<file path="src/rtl/uart_reg_ctrl_if.sv">
// Host register-bus bundle for uart_reg_ctrl: one access per cycle while cs is high.
interface uart_reg_ctrl_if;
  logic       cs;
  logic       we;
  logic [2:0] addr;
  logic [7:0] wdata;
  logic [7:0] rdata;
  logic       rvalid;

  modport master (output cs, we, addr, wdata, input rdata, rvalid);
  modport slave  (input cs, we, addr, wdata, output rdata, rvalid);
endinterface

</file>
<file path="src/rtl/uart_reg_ctrl.sv">
// 16550-style UART register block: line config, baud divisor/prescaler, LSR, SCR.
// Optional interrupt logic (IER, IIR, THRE pending, irq) is enabled by defining UART_IRQ_EN.
module uart_reg_ctrl #(
  parameter int DL_WIDTH  = 16,
  parameter int PSD_WIDTH = 4
) (
  input  logic                 clk,
  input  logic                 rst_n,
  uart_reg_ctrl_if.slave       bus,
  output logic                 tx_wr_en,
  output logic [7:0]           tx_wr_data,
  input  logic                 tx_ready,
  output logic                 rx_rd_en,
  input  logic [7:0]           rx_rd_data,
  input  logic                 rx_ready,
  input  logic                 parity_err,
  input  logic                 framing_err,
  input  logic                 overrun_err,
  output logic [3:0]           data_bits,
  output logic [1:0]           stop_bits,
  output logic                 parity_en,
  output logic                 parity_even,
  output logic [DL_WIDTH-1:0]  divisor_latch,
  output logic [PSD_WIDTH-1:0] psd,
  output logic                 new_baud,
  output logic                 irq
);

  logic [7:0]           lcr_r;
  logic [7:0]           dll_r;
  logic [7:0]           dlm_r;
  logic [7:0]           scr_r;
  logic [PSD_WIDTH-1:0] psd_r;
  logic                 oe_r;
  logic                 pe_r;
  logic                 fe_r;
  logic [7:0]           rdata_r;
  logic                 rvalid_r;
  logic                 tx_wr_en_r;
  logic [7:0]           tx_wr_data_r;
  logic                 new_baud_r;

  logic                 rd_s;
  logic                 wr_s;
  logic                 dlab_s;
  logic                 thr_wr_s;
  logic                 lsr_rd_s;
  logic                 baud_wr_s;
  logic [7:0]           lsr_s;
  logic [7:0]           iir_s;
  logic [7:0]           ier_rd_s;
  logic [7:0]           rd_mux_s;

  assign rd_s      = bus.cs & ~bus.we;
  assign wr_s      = bus.cs & bus.we;
  assign dlab_s    = lcr_r[7];
  assign thr_wr_s  = wr_s & ~dlab_s & (bus.addr == 3'd0);
  assign lsr_rd_s  = rd_s & ~dlab_s & (bus.addr == 3'd5);
  assign baud_wr_s = wr_s & dlab_s &
                     ((bus.addr == 3'd0) | (bus.addr == 3'd1) | (bus.addr == 3'd5));
  assign lsr_s     = {1'b0, tx_ready, tx_ready, 1'b0, fe_r, pe_r, oe_r, rx_ready};

  // Pop strobe is combinational so the FIFO advances on the same edge that captures its head.
  assign rx_rd_en  = rst_n & rd_s & ~dlab_s & (bus.addr == 3'd0) & rx_ready;

  assign bus.rdata     = rdata_r;
  assign bus.rvalid    = rvalid_r;
  assign tx_wr_en      = tx_wr_en_r;
  assign tx_wr_data    = tx_wr_data_r;
  assign new_baud      = new_baud_r;
  assign data_bits     = 4'd5 + {2'b00, lcr_r[1:0]};
  assign stop_bits     = lcr_r[2] ? 2'd2 : 2'd1;
  assign parity_en     = lcr_r[3];
  assign parity_even   = lcr_r[4];
  assign divisor_latch = {dlm_r, dll_r};
  assign psd           = psd_r;

`ifdef UART_IRQ_EN
  logic [7:0] ier_r;
  logic       thre_pend_r;
  logic       tx_ready_d_r;
  logic       irq_r;
  logic       ier_wr_s;
  logic       iir_rd_s;

  assign ier_wr_s = wr_s & ~dlab_s & (bus.addr == 3'd1);
  assign iir_rd_s = rd_s & (bus.addr == 3'd2);
  assign ier_rd_s = ier_r;
  assign irq      = irq_r;

  // Interrupt identification, highest priority cause first.
  always_comb begin
    iir_s = 8'h01;
    if (ier_r[2] & (oe_r | pe_r | fe_r)) begin
      iir_s = 8'h06;
    end else if (ier_r[0] & rx_ready) begin
      iir_s = 8'h04;
    end else if (ier_r[1] & thre_pend_r) begin
      iir_s = 8'h02;
    end else begin
      iir_s = 8'h01;
    end
  end

  // IER, THRE pending (a new set event wins over a same-cycle clear) and registered irq.
  always_ff @(posedge clk or negedge rst_n) begin
    if (!rst_n) begin
      ier_r        <= 8'h00;
      thre_pend_r  <= 1'b0;
      tx_ready_d_r <= 1'b1;
      irq_r        <= 1'b0;
    end else begin
      tx_ready_d_r <= tx_ready;
      irq_r        <= ~iir_s[0];
      if (ier_wr_s) begin
        ier_r <= bus.wdata;
      end
      if ((tx_ready & ~tx_ready_d_r) |
          (ier_wr_s & bus.wdata[1] & ~ier_r[1] & tx_ready)) begin
        thre_pend_r <= 1'b1;
      end else if (thr_wr_s | (iir_rd_s & (iir_s == 8'h02))) begin
        thre_pend_r <= 1'b0;
      end
    end
  end
`else
  assign iir_s    = 8'h01;
  assign ier_rd_s = 8'h00;
  assign irq      = 1'b0;
`endif

  // Read data selection for the current access.
  always_comb begin
    rd_mux_s = 8'h00;
    case (bus.addr)
      3'd0:    rd_mux_s = dlab_s ? dll_r : (rx_ready ? rx_rd_data : 8'h00);
      3'd1:    rd_mux_s = dlab_s ? dlm_r : ier_rd_s;
      3'd2:    rd_mux_s = iir_s;
      3'd3:    rd_mux_s = lcr_r;
      3'd5:    rd_mux_s = dlab_s ? 8'h00 : lsr_s;
      3'd7:    rd_mux_s = scr_r;
      default: rd_mux_s = 8'h00;
    endcase
  end

  // Configuration registers and sticky line-status bits.
  always_ff @(posedge clk or negedge rst_n) begin
    if (!rst_n) begin
      lcr_r <= 8'h03;
      dll_r <= 8'h01;
      dlm_r <= 8'h00;
      scr_r <= 8'h00;
      psd_r <= {PSD_WIDTH{1'b0}};
      oe_r  <= 1'b0;
      pe_r  <= 1'b0;
      fe_r  <= 1'b0;
    end else begin
      if (wr_s) begin
        case (bus.addr)
          3'd0:    if (dlab_s) dll_r <= bus.wdata;
          3'd1:    if (dlab_s) dlm_r <= bus.wdata;
          3'd3:    lcr_r <= bus.wdata;
          3'd5:    if (dlab_s) psd_r <= bus.wdata[PSD_WIDTH-1:0];
          3'd7:    scr_r <= bus.wdata;
          default: ;
        endcase
      end
      // An error arriving during the clearing read must survive it.
      if (lsr_rd_s) begin
        {fe_r, pe_r, oe_r} <= {framing_err, parity_err, overrun_err};
      end else begin
        {fe_r, pe_r, oe_r} <= {fe_r, pe_r, oe_r} | {framing_err, parity_err, overrun_err};
      end
    end
  end

  // Registered bus response, TX push and baud-change strobe.
  always_ff @(posedge clk or negedge rst_n) begin
    if (!rst_n) begin
      rdata_r      <= 8'h00;
      rvalid_r     <= 1'b0;
      tx_wr_en_r   <= 1'b0;
      tx_wr_data_r <= 8'h00;
      new_baud_r   <= 1'b0;
    end else begin
      rvalid_r   <= rd_s;
      tx_wr_en_r <= thr_wr_s & tx_ready;
      new_baud_r <= baud_wr_s;
      if (rd_s) begin
        rdata_r <= rd_mux_s;
      end
      if (thr_wr_s & tx_ready) begin
        tx_wr_data_r <= bus.wdata;
      end
    end
  end

endmodule

</file>
<file path="src/flat_wrapper.sv">
// flat-port wrapper written by rule: the top's interface ports become plain ports
module uart_reg_ctrl_flat 
#(
  parameter int DL_WIDTH  = 16,
  parameter int PSD_WIDTH = 4
)
  (clk, rst_n, tx_wr_en, tx_wr_data, tx_ready, rx_rd_en, rx_rd_data, rx_ready, parity_err, framing_err, overrun_err, data_bits, stop_bits, parity_en, parity_even, divisor_latch, psd, new_baud, irq, bus_cs, bus_we, bus_addr, bus_wdata, bus_rdata, bus_rvalid);
  uart_reg_ctrl_if bus_i ();
  input  logic clk;
  input  logic rst_n;
  output logic tx_wr_en;
  output logic [7:0] tx_wr_data;
  input  logic tx_ready;
  output logic rx_rd_en;
  input  logic [7:0] rx_rd_data;
  input  logic rx_ready;
  input  logic parity_err;
  input  logic framing_err;
  input  logic overrun_err;
  output logic [3:0] data_bits;
  output logic [1:0] stop_bits;
  output logic parity_en;
  output logic parity_even;
  output logic [DL_WIDTH-1:0] divisor_latch;
  output logic [PSD_WIDTH-1:0] psd;
  output logic new_baud;
  output logic irq;
  input wire logic [$bits(bus_i.cs)-1:0] bus_cs;
  input wire logic [$bits(bus_i.we)-1:0] bus_we;
  input wire logic [$bits(bus_i.addr)-1:0] bus_addr;
  input wire logic [$bits(bus_i.wdata)-1:0] bus_wdata;
  output wire logic [$bits(bus_i.rdata)-1:0] bus_rdata;
  output wire logic [$bits(bus_i.rvalid)-1:0] bus_rvalid;
  assign bus_i.cs = bus_cs;
  assign bus_i.we = bus_we;
  assign bus_i.addr = bus_addr;
  assign bus_i.wdata = bus_wdata;
  assign bus_rdata = bus_i.rdata;
  assign bus_rvalid = bus_i.rvalid;
  uart_reg_ctrl #(.DL_WIDTH(DL_WIDTH), .PSD_WIDTH(PSD_WIDTH)) u_core (.clk(clk), .rst_n(rst_n), .bus(bus_i), .tx_wr_en(tx_wr_en), .tx_wr_data(tx_wr_data), .tx_ready(tx_ready), .rx_rd_en(rx_rd_en), .rx_rd_data(rx_rd_data), .rx_ready(rx_ready), .parity_err(parity_err), .framing_err(framing_err), .overrun_err(overrun_err), .data_bits(data_bits), .stop_bits(stop_bits), .parity_en(parity_en), .parity_even(parity_even), .divisor_latch(divisor_latch), .psd(psd), .new_baud(new_baud), .irq(irq));
endmodule
</file>
<file path="config.mk">
export PLATFORM = sky130hd
export DESIGN_NAME = uart_reg_ctrl_flat
export DESIGN_NICKNAME = d
export VERILOG_FILES = /design/src/rtl/uart_reg_ctrl_if.sv /design/src/rtl/uart_reg_ctrl.sv /design/src/flat_wrapper.sv
export SDC_FILE = /design/constraint.sdc
export NUM_CORES = 1
export LEC_CHECK = 0
export CAP_MARGIN = 15
export CORE_MARGIN = 2
export CORE_UTILIZATION = 47
export CTS_CLUSTER_DIAMETER = 60
export DETAILED_ROUTE_END_ITERATION = 6
export PLACE_DENSITY = 0.79
export SYNTH_ARGS = -nofsm -noshare
export SYNTH_HDL_FRONTEND = slang
export SYNTH_SLANG_ARGS = --single-unit
export TNS_END_PERCENT = 50
</file>
<file path="constraint.sdc">
create_clock -name clk -period 1.7 [get_ports clk]
set_input_delay 0.34 -clock clk [delete_from_list [all_inputs] [get_ports clk]]
set_output_delay 0.34 -clock clk [all_outputs]
set_load 0.03 [all_outputs]
</file>
==> flow_summary.toml, run 1 <==
[synth]
synth_common_cells = "dfrtp_1 (55), mux2_2 (40), nand2_1 (12)"
synth_edf_count = 0
synth_flop_cell = "dfrtp_1"
synth_area_um2 = 2680
synth_most_common_cell = "dfrtp_1"
synth_top_area_share_pct = 51.4
async_flop_share_pct = 100
synth_largest_area_cell = "dfrtp_1"
avgSynthCellArea_um2 = 12.6
synth_fp_nets = 241
synth.distinct_cells = 41
ys_seq_area_share_pct = 54.3
synth-warning-count = 0
netlist_instances = 212
synth_area_leaders = "dfrtp_1 (51%), mux2_2 (17%), mux2_4 (4.5%), dfstp_2 (2.9%), a22oi_1 (2.5%)"
ys_ff_latch = 58

[timing]
timing.final.crit_share_pct = 97.8
fin_skew_ns = 0.00616
max_clock_freq_ghz = 0.602
rsz0062_at_grt = "no"
fin_setup_tns_ns = 0
max_slew_margin_pct = 53.2
fin_crit_ns = 1.66
slew_viol_final = 0
worst_slack_ns = 0.0382
worstMarginPinSlew_ns = 0.702
whs_ns = 0.155
final-setup-viol-count = 0
finalHoldViolations = 0

[critical_path]
arrival_ns = 1.32
required_ns = 1.36
r2r_slack_ns = 0.10
end_kind = "output port"
critPathLaunchType = "input pin"
worstSetupPathType = "input pin to output port"
cp_max_fo = 5

[clocking]
cts_buffers = 9
cts.sink_count = 58
cts_hold_buf = 0
clk_latency_ns = 0.33
clk_pin_slew_ns = 0.06
htree_levels = 3
cts_tree = "done"
clock_path_buffers = 2
root_buffer = "clkbuf_8"

[layout]
area_growth_pct = 48.1
fin_util_pct = 72.1
n_antenna_cell = 0
finish.instance_area_um2 = 3970
final_cell_count_no_fill = 406
num-nets-final = 358
drive_above_1_share_pct = 38.3

[detailed_routing]
drc = 0
dr.pass1.iters = 5
num_vias = 2250
drt_iter0_drc = 158
vias_per_cell = 5.54
routed_wirelength_um = 7540
ant_nets = 0
post_drt_wl_per_cell_um = 18.6

[floorplanning]
die_w_um = 79.5
fp.dieArea_um2 = 6320
start_util_pct = 48.7
io_pins = 77
die_height_um = 79.5
rows = 27
core_um2 = 5510

[hold_path]
hold_path.class = "input pin to asynchronous set/reset pin"

[global_routing]
grt_max_degree = 59
grt_pass1_wl_um = 12000
grt_pass1_vias = 2314
antenna_found_initial = 0
grtUsageTotal_pct = 25.5
grt_overflow = 0

[placement]
place_congestion = 0.863
port_buffers = 75
hpwl_um = 5060
placed_area_um2 = 3710
dp_cells = 381
dp_slack_ns = -0.345

[pwr]
power_mw = 4.59
p_per_area_nw_per_um2 = 1160
irDropWorstVdd_v = 0.000809
power.leakage_nw = 1.97

[run]
cap_violations = 0

[outcome]
status = "finished clean"
[report_power, final]
| group | switching, mW | internal (mW) |
|---|---|---|
| clock network | 0.538 | 0.748 |
| logic | 0.829 | 0.633 |
| registers | 0.192 | 1.65 |
| total | 1.56 | 3.03 |
[per-layer routing]
metal,global-route usage (%),vias up,routed length [um]
li1,-,1017,-
met1,32.8,1141,3210
met2,39.9,79,3730
met3,7.13,13,457
met4,11.9,0,142
met5,0,-,0
[final cells by class]
class	instances	area [um^2]
clock inverters	5	52.6
repair buffers	118	1020
fillers	397	1540
multi-input cells	136	1170
clock buffers	11	151
inverters	6	30.0
well taps	72	90.1
flip-flops and latches	58	1460
[flip-flops by register name, summed over array words and instances (netlist names), 4 cells and up]
name	flops
u_core.scr_r	8
u_core.dlm_r	8
u_core.dll_r	8
u_core.bus.rdata	8
u_core.tx_wr_data	8
u_core.lcr_r	8
u_core.psd	4
[what timing repair did]
action | 4_1_cts | 5_1_grt
resized for setup | 66 | 7
setup endpoints to repair | 44 | 13
pin swaps | 3 | 1
setup buffers | 5 | 4
[critical path: stages]
cell	delay, ns
dlygate4sd2_1	0.32
nor2_2	0.22
nand2_4	0.10
nor3_2	0.16
buf_4	0.18
[kinds of logic (layout without fill, tap and decap cells)]
logic type / after synthesis / count (layout) / synth area share, %
adder cells (fa/ha/maj): 1 / 1 / 0.467
AND/OR/NAND/NOR: 48 / 48 / 9.99
multiplexers: 48 / 48 / 21.3
flip-flops: 58 / 58 / 54.3
other: 1 / 1 / 0.140
buffers and inverters: 18 / 140 / 3.50
AO/OA/AOI/OAI: 38 / 38 / 10.3
[final timing paths]
kind                                     start              endpoint  cells past startpoint
hold / removal                           rst_n  u_core.tx_wr_data[4]                      2
setup / recovery                   bus_addr[2]              rx_rd_en                      5
hold reg to reg            u_core.bus.rdata[7]   u_core.bus.rdata[7]                      2
setup reg to reg               u_core.lcr_r[7]   u_core.bus.rdata[1]                      6
min in group clk           u_core.bus.rdata[7]   u_core.bus.rdata[7]                      2
max in group asynchronous                rst_n       u_core.lcr_r[7]                      2
[cell usage in the layout, fill, tap and decap left out, types with 4 or more instances in the layout]
cell type,instances
a221o_1,4
a22oi_1,8
buf_4,43
clkbuf_8,11
clkdlybuf4s50_1,22
dfrtp_1,54
dlygate4sd2_1,44
inv_1,4
mux2_2,40
mux2_4,8
nand2_1,11
nand3_1,7
nor2_1,9
o21ai_0,6
(Power assumes the default switching activity.)
==> run 2: changes to the inputs <==
- RECOVER_POWER: not set -> 50
==> run 2 against run 1 <==
Sequential cell count unchanged. Critical endpoint is now tx_wr_en. Clock power barely moved. Combinational power barely moved.
==> flow_summary.toml, run 2 (synthesis results as in run 1) <==
[floorplanning]
fp.dieArea_um2 = 6320
die_height_um = 79.5
start_util_pct = 48.7
core_um2 = 5510
io_pins = 77
rows = 27
die_w_um = 79.5

[detailed_routing]
num_vias = 2247
routed_wirelength_um = 7570
drc = 0
vias_per_cell = 5.53
dr.pass1.iters = 4
ant_nets = 0
post_drt_wl_per_cell_um = 18.6
drt_iter0_drc = 191

[hold_path]
hold_path.class = "input pin to asynchronous set/reset pin"

[pwr]
power.leakage_nw = 1.93
seqPwrFrac_pct = 40.2
p_per_area_nw_per_um2 = 1170
netSwitchingFraction_pct = 34.1
power_frac_comb_pct = 31.7
irDropWorstVdd_v = 0.000806
p_clk_share_pct = 28.1
p_int_mw = 3.02
switchingPower_mw = 1.56

[layout]
n_antenna_cell = 0
final_cell_mix = "dfrtp_1 (54), dlygate4sd2_1 (44), mux2_2 (40), buf_4 (39), clkdlybuf4s50_1 (22)"
final_cell_count_no_fill = 406
drive_above_1_share_pct = 37.4
final_common_cell = "dfrtp_1"
num-nets-final = 358
area_growth_pct = 46.5

[timing]
finalHoldViolations = 0
fin_setup_tns_ns = 0
max_slew_margin_pct = 7.72
final-setup-viol-count = 0
slew_viol_final = 0
timing.final.crit_share_pct = 97.5
worstMarginPinSlew_ns = 1.38
max_clock_freq_ghz = 0.603
rsz0062_at_grt = "no"
fin_crit_ns = 1.66
fin_skew_ns = 0.00569

[critical_path]
end_kind = "output port"
crit_chain = "clkdlybuf4s50_1"
arrival_ns = 1.32
critPathLaunchType = "flop"
required_ns = 1.36
cp_max_fo = 1
cp_num_buf_inv = 1
cpPeakStageDelay_ns = 0.67
crit_family = "buffers and inverters"
worstSetupPathType = "flop to output port"
crit_slowest_cell = "clkdlybuf4s50_1"

[placement]
dp_cells = 381
port_buffers = 75
hpwl_um = 5060
place_congestion = 0.863

[global_routing]
grtUsageTotal_pct = 25.5
antenna_found_initial = 0
grt_max_degree = 59
grt.met1_usage_pct = 32.8
grt_pass1_wl_um = 12000
grtUsageMet2_pct = 39.9
use_met3_pct = 7.13
gr-max-usage-layer = "met2"
grt_pass1_vias = 2314
grt_overflow = 0

[clocking]
clk_pin_slew_ns = 0.06
root_buffer = "clkbuf_8"
cts_hold_buf = 0
cts_buffers = 9
clk_latency_ns = 0.34
htree_levels = 3
clock_path_buffers = 2
cts.sink_count = 58
cts_tree = "done"

[outcome]
status = "finished clean"

[run]
cap_violations = 0
[run 2: changes by cell type in the layout (fill, tap and decap cells not counted), sizes merged]
cell	delta
dlymetal6s2s	-2
buf	-4
clkbuf	+6
[run 2: path summary, 6_finish.rpt]
path | from | endpoint | slack, ns | cells after the start
worst max-delay path | u_core.tx_wr_en | tx_wr_en | 0.04 | 1
worst min-delay path | rst_n | u_core.tx_wr_data[6] | 0.42 | 2
worst max register to register | u_core.lcr_r[7] | u_core.tx_wr_data[4] | 0.07 | 5
worst min register to register | u_core.bus.rdata[7] | u_core.bus.rdata[7] | 0.48 | 2
max in group asynchronous | rst_n | u_core.lcr_r[7] | 0.34 | 2
min in group clk | u_core.bus.rdata[7] | u_core.bus.rdata[7] | 0.48 | 2
[run 2: cell type report]
cell class              instances  area (um^2)
multi-input cells             136         1150
flip-flops and latches         58         1460
well taps                      72         90.1
fillers                       406         1580
clock inverters                 5         52.6
clock buffers                  11          151
repair buffers                118          997
inverters                       6         30.0
[run 2: power by group through the flow]
stage / sequential, mW / clock (mW) / combinational [mW]
after detailed placement: 1.86 / 0 / 1.55
final: 1.84 / 1.29 / 1.45
after floorplan: 2.14 / 0 / 0.542
after global routing: 1.87 / 1.40 / 1.54
after CTS: 1.83 / 1.31 / 1.46
after global placement: 1.84 / 0 / 1.52
[run 2: routing by layer]
metal | vias up | wire length [um]
met4 | 0 | 88
met5 | - | 0
li1 | 1015 | -
met3 | 7 | 524
met1 | 1132 | 3180
met2 | 93 | 3780
[run 2: what timing repair did]
action,CTS,global route
pin swaps,3,1
resized for setup,66,7
buffers inserted,5,4
setup endpoints to repair,44,13
[run 2: stage by stage]
step | setup slack [ns] | hold slack, ns | cell area (um^2) | power (mW) | util (%)
6_report | 0.0425 | 0.424 | 3930 | 4.57 | 71.3
5_1_grt | 0.00304 | 0.501 | 3930 | 4.80 | 71.3
4_1_cts | -0.0515 | 0.179 | 3930 | 4.60 | 71.4
3_5_place_dp | -0.345 | 0.474 | 3710 | 3.41 | 67.4
3_3_place_gp | -0.294 | 0.464 | 3710 | 3.37 | 67.4
2_1_floorplan | 0.0587 | 0.0444 | 2690 | 2.68 | -
==> run 3: changes to the inputs <==
- CAP_MARGIN: 15 -> not set
- CORE_MARGIN: 2 -> not set
- clock period: 1.7 -> 1.9 ns (I/O delays scaled with it)
==> run 3 against run 2 <==
Setup slack got worse by 0.0043 ns. Non-clock buffer count decreased by 12. Register-to-register slack improved by 0.11 ns. Critical path depth increased by 4.
==> flow_summary.toml, run 3 (synthesis results as in run 1) <==
[run]
cap_violations = 0

[clocking]
clk_pin_slew_ns = 0.06
htree_levels = 3
cts_tree = "done"
cts_buffers = 9
clk_latency_ns = 0.33
postCtsSetupRepairBufs = 0
clock_path_buffers = 2
root_buffer = "clkbuf_8"
cts.sink_count = 58

[detailed_routing]
post_drt_wl_per_cell_um = 17.5
vias_per_cell = 5.58
dr.pass1.iters = 4
routed_wirelength_um = 6890
drc = 0
num_vias = 2200
drt_iter0_drc = 179
ant_nets = 0

[layout]
drive_above_1_share_pct = 32.3
final_common_cell = "clkdlybuf4s50_1"
final_cell_mix = "clkdlybuf4s50_1 (65), dfrtp_1 (55), mux2_2 (39), buf_4 (21)"
num-fill-cells = 376
finish.instance_area_um2 = 3890
n_antenna_cell = 0
num-nets-final = 346
area_growth_pct = 45.2

[critical_path]
r2r-end = "u_core.tx_wr_data[6]"
critPathLaunchType = "input pin"
cp_num_cells = 5
r2r-start = "u_core.lcr_r[7]"
crit_slowest_cell = "clkdlybuf4s50_1"
crit_end = "rx_rd_en"
r2r_slack_ns = 0.18
crit_chain = "clkdlybuf4s50_1, nor2b_2, nand2_1, nor3_2, buf_4"
crit_start = "rx_ready"
end_kind = "output port"
reg2reg_depth = 5
cpPeakStageDelay_ns = 0.53
cp_num_buf_inv = 2
crit_family = "buffers and inverters"
arrival_ns = 1.48
worstSetupPathType = "input pin to output port"
cp_max_fo = 3
required_ns = 1.52

[timing]
finalHoldViolations = 0
max_clock_freq_ghz = 0.537
slew_viol_final = 0
worst_slack_ns = 0.0382
max_slew_margin_pct = 8.47
worstMarginPinSlew_ns = 1.37
timing.final.crit_share_pct = 98.0
fin_skew_ns = 0.00678
rsz0062_at_grt = "no"
fin_crit_ns = 1.86
whs_ns = 0.479
final-setup-viol-count = 0

[placement]
hpwl_um = 4940
dp_slack_ns = -0.275
placed_area_um2 = 3730
port_buffers = 75
place_congestion = 0.844

[pwr]
power_mw = 4.16
irDropWorstVdd_v = 0.000803
p_per_area_nw_per_um2 = 1070
power.leakage_nw = 1.75

[floorplanning]
fp.dieArea_um2 = 6010
rows = 27
die_height_um = 77.5
io_pins = 77
start_util_pct = 48.7
core_um2 = 5510
die_w_um = 77.5

[global_routing]
grt_pass1_wl_um = 11500
grt_max_degree = 59
use_met3_pct = 6.00
grtUsageTotal_pct = 25.3
gr-max-usage-layer = "met2"
grt_overflow = 0
grtUsageMet2_pct = 38.8
grt_pass1_vias = 2228
grt.met1_usage_pct = 33.9
antenna_found_initial = 0

[outcome]
status = "finished clean"

[hold_path]
min_path_cells = 1
hold_path.class = "flop to flop"
[run 3: power breakdown]
group	total, mW	switching (mW)	internal [mW]	leakage (nW)
combinational	1.36	0.724	0.637	0.914
clock	1.16	0.489	0.669	0.105
sequential	1.64	0.169	1.47	0.729
total	4.16	1.38	2.78	1.75
[run 3: worst min-delay path by stage]
stage                               end        start  slack, ns
floorplan           u_core.bus.rdata[0]        rst_n       0.08
finish                      u_core.oe_r  u_core.oe_r       0.48
CTS                     u_core.lcr_r[4]        rst_n       0.22
global placement            u_core.oe_r  u_core.oe_r       0.46
detailed placement          u_core.oe_r  u_core.oe_r       0.47
global route            u_core.new_baud       bus_cs       0.51
[run 3: routing by layer]
layer  vias up  part of all wire [%]
met5         -                     0
li1        991                     -
met3        12                   6.2
met4         0                   1.6
met1      1102                    44
met2        95                    48
[run 3: per-stage QoR]
stage	instances	TNS (ns)	utilization, %
2_1_floorplan	212	0	-
3_3_place_gp	378	-4.52	67.7
3_5_place_dp	378	-5.97	67.7
4_1_cts	394	-0.0557	71.4
5_1_grt	394	0	70.7
6_report	394	0	70.7
[run 3: repair_timing]
action                                  in CTS  in global routing
hold buffers                                 0                  0
endpoints found under the setup margin       6                  4
gates cloned                                 0                  0
resized for setup                            6                 14
[run 3: layout make-up]
type	count	area [um^2]	share of cell area (%)
Multi-Input combinational cell	136	1140	29.3
Timing Repair Buffer	106	973	25.0
Clock inverter	5	52.6	1.35
Tap cell	72	90.1	2.32
Clock buffer	11	151	3.89
Sequential cell	58	1460	37.4
Inverter	6	27.5	0.707
